**config.mk**
```make
export PLATFORM = sky130hd
export DESIGN_NAME = tlu_record_reader
export DESIGN_NICKNAME = d
export VERILOG_FILES = /design/src/rtl/tlu_pkg.sv /design/src/rtl/tlu_rec_checker.sv /design/src/rtl/tlu_record_reader.sv
export SDC_FILE = /design/constraint.sdc
export NUM_CORES = 1
export LEC_CHECK = 0
export BUFFER_PORTS_ARGS = -buffer_cell sky130_fd_sc_hd__buf_2
export CAP_MARGIN = 20
export CORE_MARGIN = 5
export CORE_UTILIZATION = 50
export DETAILED_ROUTE_END_ITERATION = 12
export HOLD_SLACK_MARGIN = 0.06
export PLACE_DENSITY = 0.72
export SETUP_SLACK_MARGIN = 0.05
export SLEW_MARGIN = 5
export SYNTH_ARGS = -nofsm -noshare
export SYNTH_HDL_FRONTEND = slang
export SYNTH_SLANG_ARGS = --single-unit
```
**constraint.sdc**
```tcl
create_clock -name BUS_CLK -period 7.3 [get_ports BUS_CLK]
set_input_delay 1.46 -clock BUS_CLK [delete_from_list [all_inputs] [get_ports BUS_CLK]]
set_output_delay 1.46 -clock BUS_CLK [all_outputs]
set_load 0.05 [all_outputs]
```
**src/rtl/tlu_pkg.sv**
```systemverilog
// Shared constants and record layout for the TLU trigger-record path.
// A record is 8 x 16-bit words; word i lands at bits [16*i +: 16] of the record.
package tlu_pkg;

    localparam int TLU_WORDS_PER_REC = 8;
    localparam int TLU_WORD_BITS     = 16;
    localparam int TLU_REC_BITS      = 128;

    localparam logic [2:0] TLU_W_LE01 = 3'd0;
    localparam logic [2:0] TLU_W_LE23 = 3'd1;
    localparam logic [2:0] TLU_W_TS0  = 3'd2;
    localparam logic [2:0] TLU_W_ID0  = 3'd6;
    localparam logic [2:0] TLU_W_LAST = 3'd7;

    // Field order matches the word order, so a flat 128-bit assembly casts directly.
    typedef struct packed {
        logic [31:0] trig_id;
        logic [63:0] time_stamp;
        logic [31:0] le;
    } tlu_rec_t;

endpackage

```
**src/rtl/tlu_rec_checker.sv**
```systemverilog
// Continuity (trigger ID) and monotonicity (timestamp) checks across delivered records.
// Compares each completed record against the previous one and keeps saturating error counts.
module tlu_rec_checker
    import tlu_pkg::*;
(
    input  logic        BUS_CLK,
    input  logic        RST,
    input  logic        clear_cnt,
    input  logic        rec_done,
    input  logic [31:0] trig_id,
    input  logic [63:0] time_stamp,
    output logic [15:0] id_err_cnt,
    output logic [15:0] ts_err_cnt
);

    logic [31:0] prev_id_reg;
    logic [63:0] prev_ts_reg;
    logic        has_prev_reg;
    logic [15:0] id_err_cnt_reg;
    logic [15:0] ts_err_cnt_reg;
    logic        id_err;
    logic        ts_err;

    assign id_err = has_prev_reg && (trig_id != prev_id_reg + 32'd1);
    assign ts_err = has_prev_reg && (time_stamp <= prev_ts_reg);

    always_ff @(posedge BUS_CLK) begin
        if (RST) begin
            prev_id_reg    <= '0;
            prev_ts_reg    <= '0;
            has_prev_reg   <= 1'b0;
            id_err_cnt_reg <= '0;
            ts_err_cnt_reg <= '0;
        end else if (clear_cnt) begin
            // Clear beats a coincident record completion; history restarts empty.
            has_prev_reg   <= 1'b0;
            id_err_cnt_reg <= '0;
            ts_err_cnt_reg <= '0;
        end else if (rec_done) begin
            prev_id_reg  <= trig_id;
            prev_ts_reg  <= time_stamp;
            has_prev_reg <= 1'b1;
            if (id_err && id_err_cnt_reg != 16'hFFFF)
                id_err_cnt_reg <= id_err_cnt_reg + 16'd1;
            if (ts_err && ts_err_cnt_reg != 16'hFFFF)
                ts_err_cnt_reg <= ts_err_cnt_reg + 16'd1;
        end
    end

    assign id_err_cnt = id_err_cnt_reg;
    assign ts_err_cnt = ts_err_cnt_reg;

endmodule

```
**src/rtl/tlu_record_reader.sv**
```systemverilog
// Pops the TLU show-ahead word FIFO, assembles 8-word trigger records and
// presents each one on a valid/ready port with continuity/monotonicity counters.
module tlu_record_reader
    import tlu_pkg::*;
(
    input  logic        BUS_CLK,
    input  logic        RST,
    input  logic        ENABLE,
    input  logic        CLEAR_CNT,
    input  logic        FIFO_EMPTY,
    input  logic [15:0] FIFO_DATA,
    output logic        FIFO_READ,
    output logic        REC_VALID,
    input  logic        REC_READY,
    output logic [31:0] REC_TRIG_ID,
    output logic [63:0] REC_TIME_STAMP,
    output logic [31:0] REC_LE,
    output logic [31:0] REC_CNT,
    output logic [15:0] ID_ERR_CNT,
    output logic [15:0] TS_ERR_CNT
);

    localparam logic [0:0] ST_COLLECT = 1'b0;
    localparam logic [0:0] ST_HOLD    = 1'b1;

    logic [0:0]              state_reg;
    logic [2:0]              word_cnt_reg;
    logic [TLU_REC_BITS-1:0] rec_reg;
    logic [TLU_REC_BITS-1:0] rec_next;
    logic [31:0]             rec_cnt_reg;
    logic                    fifo_read;
    logic                    rec_done;
    tlu_rec_t                rec_view;
    tlu_rec_t                rec_next_view;

    // ENABLE only gates the start of a record; once word 0 is taken the record runs to the end.
    assign fifo_read = !RST && (state_reg == ST_COLLECT) && !FIFO_EMPTY
                       && ((word_cnt_reg != TLU_W_LE01) || ENABLE);
    assign rec_done  = fifo_read && (word_cnt_reg == TLU_W_LAST);

    genvar gi;
    generate
        for (gi = 0; gi < TLU_WORDS_PER_REC; gi++) begin : g_word
            assign rec_next[gi*TLU_WORD_BITS +: TLU_WORD_BITS] =
                (fifo_read && word_cnt_reg == 3'(gi)) ? FIFO_DATA
                                                      : rec_reg[gi*TLU_WORD_BITS +: TLU_WORD_BITS];
        end
    endgenerate

    always_ff @(posedge BUS_CLK) begin
        if (RST) begin
            state_reg    <= ST_COLLECT;
            word_cnt_reg <= '0;
            rec_reg      <= '0;
        end else begin
            rec_reg <= rec_next;
            case (state_reg)
                ST_COLLECT: begin
                    if (fifo_read) begin
                        word_cnt_reg <= word_cnt_reg + 3'd1;
                        if (rec_done)
                            state_reg <= ST_HOLD;
                    end
                end
                default: begin
                    if (REC_READY)
                        state_reg <= ST_COLLECT;
                end
            endcase
        end
    end

    always_ff @(posedge BUS_CLK) begin
        if (RST || CLEAR_CNT)
            rec_cnt_reg <= '0;
        else if (rec_done)
            rec_cnt_reg <= rec_cnt_reg + 32'd1;
    end

    // The checker sees the record including the word being latched this cycle.
    assign rec_next_view = rec_next;

    tlu_rec_checker u_checker (
        .BUS_CLK    (BUS_CLK),
        .RST        (RST),
        .clear_cnt  (CLEAR_CNT),
        .rec_done   (rec_done),
        .trig_id    (rec_next_view.trig_id),
        .time_stamp (rec_next_view.time_stamp),
        .id_err_cnt (ID_ERR_CNT),
        .ts_err_cnt (TS_ERR_CNT)
    );

    assign rec_view       = rec_reg;
    assign FIFO_READ      = fifo_read;
    assign REC_VALID      = (state_reg == ST_HOLD);
    assign REC_TRIG_ID    = rec_view.trig_id;
    assign REC_TIME_STAMP = rec_view.time_stamp;
    assign REC_LE         = rec_view.le;
    assign REC_CNT        = rec_cnt_reg;

endmodule

```
==> results.toml, run 1 <==
[place]
place_congestion = 0.867
place_ws_ps = 711
io_buffers = 215
dpl_cell_area_um2 = 15400
dp.cells = 2173
dpl.hpwl_um = 26200

[clock_network]
numCtsBuffers = 31
cts-resized-gates = 0
cts_setup_buffers = 0
clk_path_buf_depth = 3
ctsHoldBuffers = 0
cts_tree = "built"
htreeDepth = 1
clock_sinks = 293
clock-root-buffer = "clkbuf_16"
clock_latency_ps = 560
cts.clk_slew.worst_paths_ps = 60

[global_routing]
busiest_layer = "met2"
grt-ovfl-total = 0
met2_usage = 0.378
antenna_found_initial = 2
grt_pass1_wl_um = 59900
grt_max_degree = 182
use_met1 = 0.305
grt_usage = 0.233
use_met3 = 0.0614
grt_pass1_vias = 11500

[yosys]
yosys.area.top_type_share = 0.416
synth-edff-count = 0
synth_area_um2 = 14100
synth_area_leaders = "dfxtp_1 (42%), mux2i_1 (6.6%), ha_1 (6.6%)"
seq_area_frac_synth = 0.416
syn_area_per_cell_um2 = 8.45
yosysTopAreaCell = "dfxtp_1"
synth.distinct_cells = 69
synth_seq_cells = 293
synth_flop_cell = "dfxtp_1"
yosysWarnings = 0
async_reset_ff_frac = 0
netlist_instances = 1669
syn_nets = 1765

[worst_setup_path]
crit_fanout = 54
worstSetupEndpointType = "flip-flop"
cp.arrival_ps = 6460
worstSetupStartpointType = "primary input"
setup.worst_path.class = "in2reg"
worstPathRequired_ps = 7770

[timing]
setup_ws_ps = 1310
fin_crit_sh = 0.820
rsz0062_at_grt = "no"
maxSlewViolCount = 0
clock_skew_ps = 14.9
setup_viol = 0
hold_ws_ps = 452
hold_viol_final = 0
min_period_ps = 5990
tightest_slew_ps = 994
tns_ps = 0
relSlewSlack = 0.337
fmax_ghz = 0.167

[run_status]
outcome = "complete, no violations"

[finish]
nets = 1924
area_growth_pct = 16.3
fin_cells = 2231
num-fill-cells = 2549
drive_gt1_frac = 0.164
largest_reg_flops = 128
postLayoutCellArea_um2 = 16400

[detailed_routing]
drt_iter0_markers = 747
vias_per_cell = 5.42
vias = 12100
drt_wl_total_um = 38100
drc = 0
first_pass_iters = 5
wl_per_cell_um = 17.1
final_antenna_net_count = 0

[floorplanning]
die_width_um = 178
dieArea_um2 = 31700
rows = 61
coreArea_um2 = 27800
start_util = 0.508
chipHeight_um = 178
ios = 216

[power_and_ir_drop]
p_leak_nw = 7.63
max-vdd-ir-drop_v = 0.000194
power.density_nw_per_um2 = 203

[job]
max_cap_violations = 0

[hold_path]
hp-class = "reg2reg"
final timing paths:
path / cells past startpoint / slack, ps / startpoint / end
setup / recovery: 16 / 1310 / RST / u_checker.ts_err_cnt[7]$_SDFFE_PP0P_
hold / removal: 2 / 450 / rec_reg[11]$_SDFFE_PP0P_ / rec_reg[11]$_SDFFE_PP0P_
setup reg to reg: 17 / 1650 / word_cnt_reg[0]$_SDFFE_PP0P_ / u_checker.ts_err_cnt[7]$_SDFFE_PP0P_
hold reg to reg: 2 / 450 / rec_reg[11]$_SDFFE_PP0P_ / rec_reg[11]$_SDFFE_PP0P_
cell usage in the layout (no fill, tap or decap), types with 4 or more instances in the layout:
master | netlist | final
nor2b_1 | 9 | 9
nor2_1 | 224 | 223
clkbuf_16 | 0 | 31
clkinv_2 | 0 | 4
o31ai_1 | 8 | 8
o211ai_1 | 5 | 5
xnor2_1 | 31 | 31
xor2_1 | 31 | 31
and4_1 | 4 | 4
and3_1 | 29 | 29
buf_4 | 0 | 6
mux2i_1 | 93 | 93
nor3_2 | 3 | 4
or3_1 | 33 | 33
nor4_1 | 7 | 7
a21oi_1 | 107 | 107
dfxtp_1 | 293 | 293
o21ai_2 | 6 | 7
clkbuf_1 | 82 | 8
buf_2 | 6 | 214
ha_1 | 74 | 74
or4_1 | 8 | 8
nand2_1 | 161 | 161
o21ai_1 | 4 | 4
a211oi_1 | 81 | 81
nand4_1 | 39 | 39
a21o_1 | 30 | 30
clkbuf_8 | 0 | 8
nand2b_1 | 11 | 11
nand3_1 | 40 | 40
o21ai_0 | 37 | 36
o21a_1 | 4 | 4
a21oi_2 | 6 | 6
inv_1 | 143 | 143
stage by stage:
step	utilization	total power, W
6_report	0.590	0.00333
5_1_grt	0.590	0.00343
3_3_place_gp	0.553	0.00176
3_5_place_dp	0.553	0.00176
2_1_floorplan	-	0.00172
4_1_cts	0.590	0.00336
synth_stat cells (all sizes together) (2+ instances only):
| cell | instances |
|---|---|
| mux2i | 93 |
| nand3b | 2 |
| or4 | 9 |
| a21oi | 113 |
| buf | 15 |
| xnor2 | 31 |
| o211ai | 5 |
| clkbuf | 82 |
| o31ai | 9 |
| or2 | 2 |
| and3 | 29 |
| a31oi | 2 |
| nor4 | 8 |
| and4 | 4 |
| nand4 | 41 |
| ha | 74 |
| and2 | 3 |
| a221oi | 2 |
| a21boi | 2 |
| a22o | 2 |
| nand3 | 40 |
| o21ai | 48 |
| or3b | 2 |
| a21o | 30 |
| a211oi | 81 |
| nor2 | 224 |
| xor2 | 32 |
| a2111oi | 2 |
| inv | 143 |
| nand2b | 11 |
| dfxtp | 293 |
| nand4b | 2 |
| a32oi | 3 |
| nand2 | 161 |
| o21a | 4 |
| nor2b | 9 |
| nor3 | 6 |
| nor3b | 2 |
| or4b | 2 |
| or3 | 33 |
worst max-delay path, stage by stage:
cell and delay [ps]:
buf_6 200, nor3_2 410, nand2_1 210, inv_1 190
nand2_1 320, buf_4 320, mux2i_1 270, inv_1 70
ha_1 300, nand4_1 130, nor4_1 790, nand3_1 350
nor2_1 230, o21ai_2 300, or4b_2 720, a21oi_1 150
final cells by class:
type                       instances  area (µm²)  area share
multi-input combinational       1136        7310       0.446
inverter                         143         537      0.0327
timing repair buffer             223        1170      0.0712
clock buffer                      47         916      0.0558
tap                              378         473      0.0288
antenna                            1        2.50    0.000153
sequential                       293        5870       0.358
clock inverter                    10         134     0.00816
layer usage:
metal  up-vias  share of wire
li1       6026              -
met5         -        0.00034
met3        67          0.083
met1      5639           0.44
met4         2          0.033
met2       347           0.45
logic make-up after synthesis:
group | synth area share
and+or+nand+nor | 0.199
buffers and inverters | 0.0668
muxes | 0.0668
xor gates and xnor gates | 0.0414
DFF | 0.416
adders and majority gates | 0.0664
AOI/OAI and AO/OA | 0.143
power breakdown:
group | internal, W | total [W] | switching, W
logic | 0.0000206 | 0.000115 | 0.0000948
registers | 0.00160 | 0.00161 | 0.00000309
clock network | 0.000967 | 0.00161 | 0.000640
No activity file was read; power rests on OpenSTA's default activity.
==> run 2: changes to the inputs <==
==> constraint.sdc (replaced) <==
create_clock -name BUS_CLK -period 6.1 [get_ports BUS_CLK]
set_input_delay 1.22 -clock BUS_CLK [delete_from_list [all_inputs] [get_ports BUS_CLK]]
set_output_delay 1.22 -clock BUS_CLK [all_outputs]
set_load 0.05 [all_outputs]
==> results.toml, run 2 (synthesis results as in run 1) <==
[hold_path]
min_to = "rec_reg[17]$_SDFFE_PP0P_"
worstHoldStart = "rec_reg[17]$_SDFFE_PP0P_"
holdPathStages = 2
hp-class = "reg2reg"

[floorplanning]
die_width_um = 178
coreArea_um2 = 27800
chipHeight_um = 178
start_util = 0.508
dieArea_um2 = 31700
rows = 61
ios = 216

[clock_network]
cts.clk_slew.worst_paths_ps = 60
clock_latency_ps = 560
clock_sinks = 293
clock-root-buffer = "clkbuf_16"
htreeDepth = 1
cts_setup_buffers = 0
cts-resized-gates = 0
cts_tree = "built"
clk_path_buf_depth = 3
ctsHoldBuffers = 0
numCtsBuffers = 31

[worst_setup_path]
worstSetupStartpointType = "primary input"
cp.arrival_ps = 5750
crit_fanout = 17
rr_worst_depth = 20
worstPathRequired_ps = 6580
setup.worst_path.class = "in2reg"
startpoint = "ENABLE"
reg2reg_slack_ps = 910
reg2reg_to = "u_checker.ts_err_cnt[11]$_SDFFE_PP0P_"
timing.rr.start = "word_cnt_reg[0]$_SDFFE_PP0P_"
worstSetupEndpointType = "flip-flop"

[timing]
fin_crit_sh = 0.864
maxSlewViolCount = 0
relSlewSlack = 0.343
hold_viol_final = 0
tightest_slew_ps = 983
setup_ws_ps = 831
fmax_ghz = 0.190
tns_ps = 0
hold_ws_ps = 452
clock_skew_ps = 22.1
min_period_ps = 5270
rsz0062_at_grt = "no"
setup_viol = 0

[detailed_routing]
drc = 0
vias_per_cell = 5.42
wl_per_cell_um = 17.0
drt_wl_total_um = 38000
routed.top_layer = "met5"
drt_iter0_markers = 870
final_antenna_net_count = 0
vias = 12100
first_pass_iters = 5
wl_met1_um = 16600
wl_met2_um = 16900
wl_met3_um = 3270

[finish]
area_growth_pct = 17.1
final_common_cell = "dfxtp_1"
n_antenna_cell = 0
final_cell_mix = "dfxtp_1 (293), nor2_1 (223), buf_2 (214), nand2_1 (161), inv_1 (143)"
drive_gt1_frac = 0.169
nets = 1931
largest_reg_flops = 128
postLayoutCellArea_um2 = 16500

[run_status]
outcome = "complete, no violations"

[job]
max_cap_violations = 0

[place]
place_ws_ps = 305
place_congestion = 0.889
dpl_cell_area_um2 = 15400
io_buffers = 215
dpl.hpwl_um = 26600

[power_and_ir_drop]
power_w = 0.00413
p_leak_nw = 7.70
max-vdd-ir-drop_v = 0.000223
power.density_nw_per_um2 = 250

[global_routing]
grt_max_degree = 88
grt-ovfl-total = 0
antenna_found_initial = 2
grt_pass1_vias = 11200
grt_usage = 0.232
grt_pass1_wl_um = 59200
==> run 2: layout make-up <==
cell class / instances / area, µm²
flip-flops and latches: 293 / 5870
inverters: 143 / 537
repair buffers: 230 / 1210
clock inverters: 15 / 264
clock buffers: 40 / 860
multi-input cells: 1136 / 7310
well taps: 378 / 473
fillers: 2450 / 11300
==> run 2: how the worst max path moves through the flow <==
stage	endpoint	depth (start not counted)
detailed placement	u_checker.ts_err_cnt[11]$_SDFFE_PP0P_	19
global route	u_checker.ts_err_cnt[11]$_SDFFE_PP0P_	19
finish	u_checker.ts_err_cnt[11]$_SDFFE_PP0P_	19
global placement	u_checker.ts_err_cnt[11]$_SDFFE_PP0P_	19
floorplan	u_checker.ts_err_cnt[7]$_SDFFE_PP0P_	17
CTS	u_checker.ts_err_cnt[11]$_SDFFE_PP0P_	19
==> run 2: metal layers <==
| layer | vias to the layer above | GRT usage |
|---|---|---|
| met3 | 80 | 0.0558 |
| met1 | 5592 | 0.311 |
| met2 | 394 | 0.371 |
| met4 | 2 | 0.0709 |
| li1 | 6043 | - |
| met5 | - | 0 |
==> run 2: critical path: stages <==
cell	delay [ps]
buf_2	110
or3b_1	450
nand2_1	220
inv_1	140
nand2_1	510
buf_4	290
mux2i_1	310
inv_1	80
ha_1	290
a21o_1	160
a21oi_1	120
o21ai_0	120
a21oi_1	170
o21ai_0	100
a211oi_1	280
o21ai_2	260
buf_4	270
or4_1	480
a21oi_1	160
==> run 2: metrics by stage <==
| stage | util | instances |
|---|---|---|
| 2_1_floorplan | - | 1669 |
| 3_3_place_gp | 0.554 | 2180 |
| 3_5_place_dp | 0.554 | 2180 |
| 4_1_cts | 0.594 | 2235 |
| 5_1_grt | 0.594 | 2235 |
| 6_report | 0.594 | 2235 |
==> run 2: report_power, final <==
part | switching [W] | internal, W
clock | 0.000779 | 0.00129
combinational | 0.000113 | 0.0000244
sequential | 0.00000366 | 0.00192
total | 0.000896 | 0.00323
==> run 3: changes to the inputs <==
--- a/config.mk
+++ b/config.mk
@@ -8,10 +8,10 @@
 export BUFFER_PORTS_ARGS = -buffer_cell sky130_fd_sc_hd__buf_2
 export CAP_MARGIN = 20
 export CORE_MARGIN = 5
-export CORE_UTILIZATION = 50
+export CORE_UTILIZATION = 48
 export DETAILED_ROUTE_END_ITERATION = 12
 export HOLD_SLACK_MARGIN = 0.06
-export PLACE_DENSITY = 0.72
+export PLACE_DENSITY = 0.69
 export SETUP_SLACK_MARGIN = 0.05
 export SLEW_MARGIN = 5
 export SYNTH_ARGS = -nofsm -noshare
==> results.toml, run 3 (synthesis results as in run 1) <==
[hold_path]
hp-class = "reg2reg"

[clock_network]
numCtsBuffers = 34
clk_path_buf_depth = 3
htreeDepth = 2
clock_latency_ps = 520
cts_tree = "built"
clock-root-buffer = "clkbuf_16"
cts-resized-gates = 0
clock_sinks = 293
cts_setup_buffers = 0
ctsHoldBuffers = 0
cts.clk_slew.worst_paths_ps = 60

[timing]
min_period_ps = 5140
maxSlewViolCount = 0
tightest_slew_ps = 942
clock_skew_ps = 30.3
setup_viol = 0
fin_crit_sh = 0.843
fmax_ghz = 0.194
setup_ws_ps = 955
relSlewSlack = 0.372
rsz0062_at_grt = "no"
hold_ws_ps = 454
tns_ps = 0
hold_viol_final = 0

[floorplanning]
ios = 216
coreArea_um2 = 28900
start_util = 0.489
dieArea_um2 = 32900
rows = 62
die_width_um = 181
chipHeight_um = 181

[finish]
postLayoutCellArea_um2 = 16600
n_antenna_cell = 0
final_common_cell = "dfxtp_1"
num-fill-cells = 2671
final_cell_mix = "dfxtp_1 (293), nor2_1 (223), buf_2 (214), nand2_1 (161), inv_1 (143)"
largest_reg_flops = 128
area_growth_pct = 17.6
nets = 1931
drive_gt1_frac = 0.169

[detailed_routing]
final_antenna_net_count = 0
wl_per_cell_um = 17.3
vias_per_cell = 5.41
vias = 12100
drc = 0
first_pass_iters = 5
drt_iter0_markers = 819
drt_wl_total_um = 38700

[global_routing]
grt_usage = 0.226
grt_max_degree = 143
grt-ovfl-total = 0
antenna_found_initial = 1
grt_pass1_vias = 11500
grt_pass1_wl_um = 61300

[worst_setup_path]
cp.arrival_ps = 5570
setup.worst_path.class = "in2reg"
critPathMaxStageDelay_ps = 630
path_cells = "buf_2 -> or3b_1 -> nand2_1 -> inv_1 -> nand2_1 -> buf_4 -> mux2i_1 -> inv_1 -> ha_1 -> a21o_1 -> a21oi_1 -> o21ai_0 -> a21oi_1 -> o21ai_0 -> a211oi_1 -> o21ai_2 -> buf_8 -> or4b_2 -> a21oi_1"
cpMostUsedCell = "a21oi_1"
cp_slowest_cell = "or4b_2"
crit_fanout = 31
worstPathRequired_ps = 6530
cp_num_buf_inv = 5
worstSetupStartpointType = "primary input"
cpLargestDelayFamily = "simple AND/OR/NAND/NOR gates"
worstSetupEndpointType = "flip-flop"

[place]
dpl_cell_area_um2 = 15400
io_buffers = 215
dpl.hpwl_um = 26700
place_ws_ps = 300
place_congestion = 0.851

[power_and_ir_drop]
power_frac_seq = 0.454
p_leak_nw = 7.73
pwr-share-clk = 0.514
power.switching_w = 0.000932
p_comb_frac = 0.033
p_int_w = 0.00331
power.density_nw_per_um2 = 256
swShare = 0.220
power_w = 0.00424
max-vdd-ir-drop_v = 0.000242

[run_status]
outcome = "complete, no violations"

[job]
max_cap_violations = 0
==> run 3: tightest hold or removal path, stage by stage, from the launching register on <==
cell and delay (ps):
dfxtp_1 310, nand2_1 50, a21oi_1 50
==> run 3: layout make-up <==
cell class | count | area [µm²] | share of cell area
tap | 384 | 480 | 0.0290
inverter | 143 | 537 | 0.0324
timing repair buffer | 227 | 1190 | 0.0719
sequential | 293 | 5870 | 0.354
clock buffer | 44 | 960 | 0.0579
multi-input combinational | 1136 | 7310 | 0.441
clock inverter | 15 | 233 | 0.0140
==> run 3: final timing paths <==
kind,depth (start not counted),endpoint,start,slack [ps]
worst min register to register,2,rec_reg[8]$_SDFFE_PP0P_,rec_reg[8]$_SDFFE_PP0P_,450
worst max register to register,20,u_checker.ts_err_cnt[7]$_SDFFE_PP0P_,word_cnt_reg[0]$_SDFFE_PP0P_,1090
worst max-delay path,19,u_checker.ts_err_cnt[7]$_SDFFE_PP0P_,ENABLE,960
worst min-delay path,2,rec_reg[8]$_SDFFE_PP0P_,rec_reg[8]$_SDFFE_PP0P_,450
==> run 3: stage by stage <==
step            util  std cells
2_1_floorplan      -       1669
3_3_place_gp   0.533       2182
3_5_place_dp   0.533       2182
4_1_cts        0.574       2241
5_1_grt        0.574       2242
6_report       0.574       2242
==> run 3: routing by layer <==
layer / vias to the layer above / part of all wire / global-route usage
met4: 2 / 0.018 / 0.0489
met3: 53 / 0.078 / 0.0576
met5: - / 0.00034 / 0
met2: 348 / 0.45 / 0.369
met1: 5672 / 0.45 / 0.305
li1: 6044 / - / -
==> run 3: power by group through the flow <==
stage / Sequential, W / Combinational, W / Clock, W
4_1_cts: 0.00192 / 0.000139 / 0.00221
3_5_place_dp: 0.00197 / 0.000139 / 0
3_3_place_gp: 0.00197 / 0.000137 / 0
6_report: 0.00192 / 0.000138 / 0.00218
5_1_grt: 0.00192 / 0.000146 / 0.00230
2_1_floorplan: 0.00199 / 0.0000674 / 0
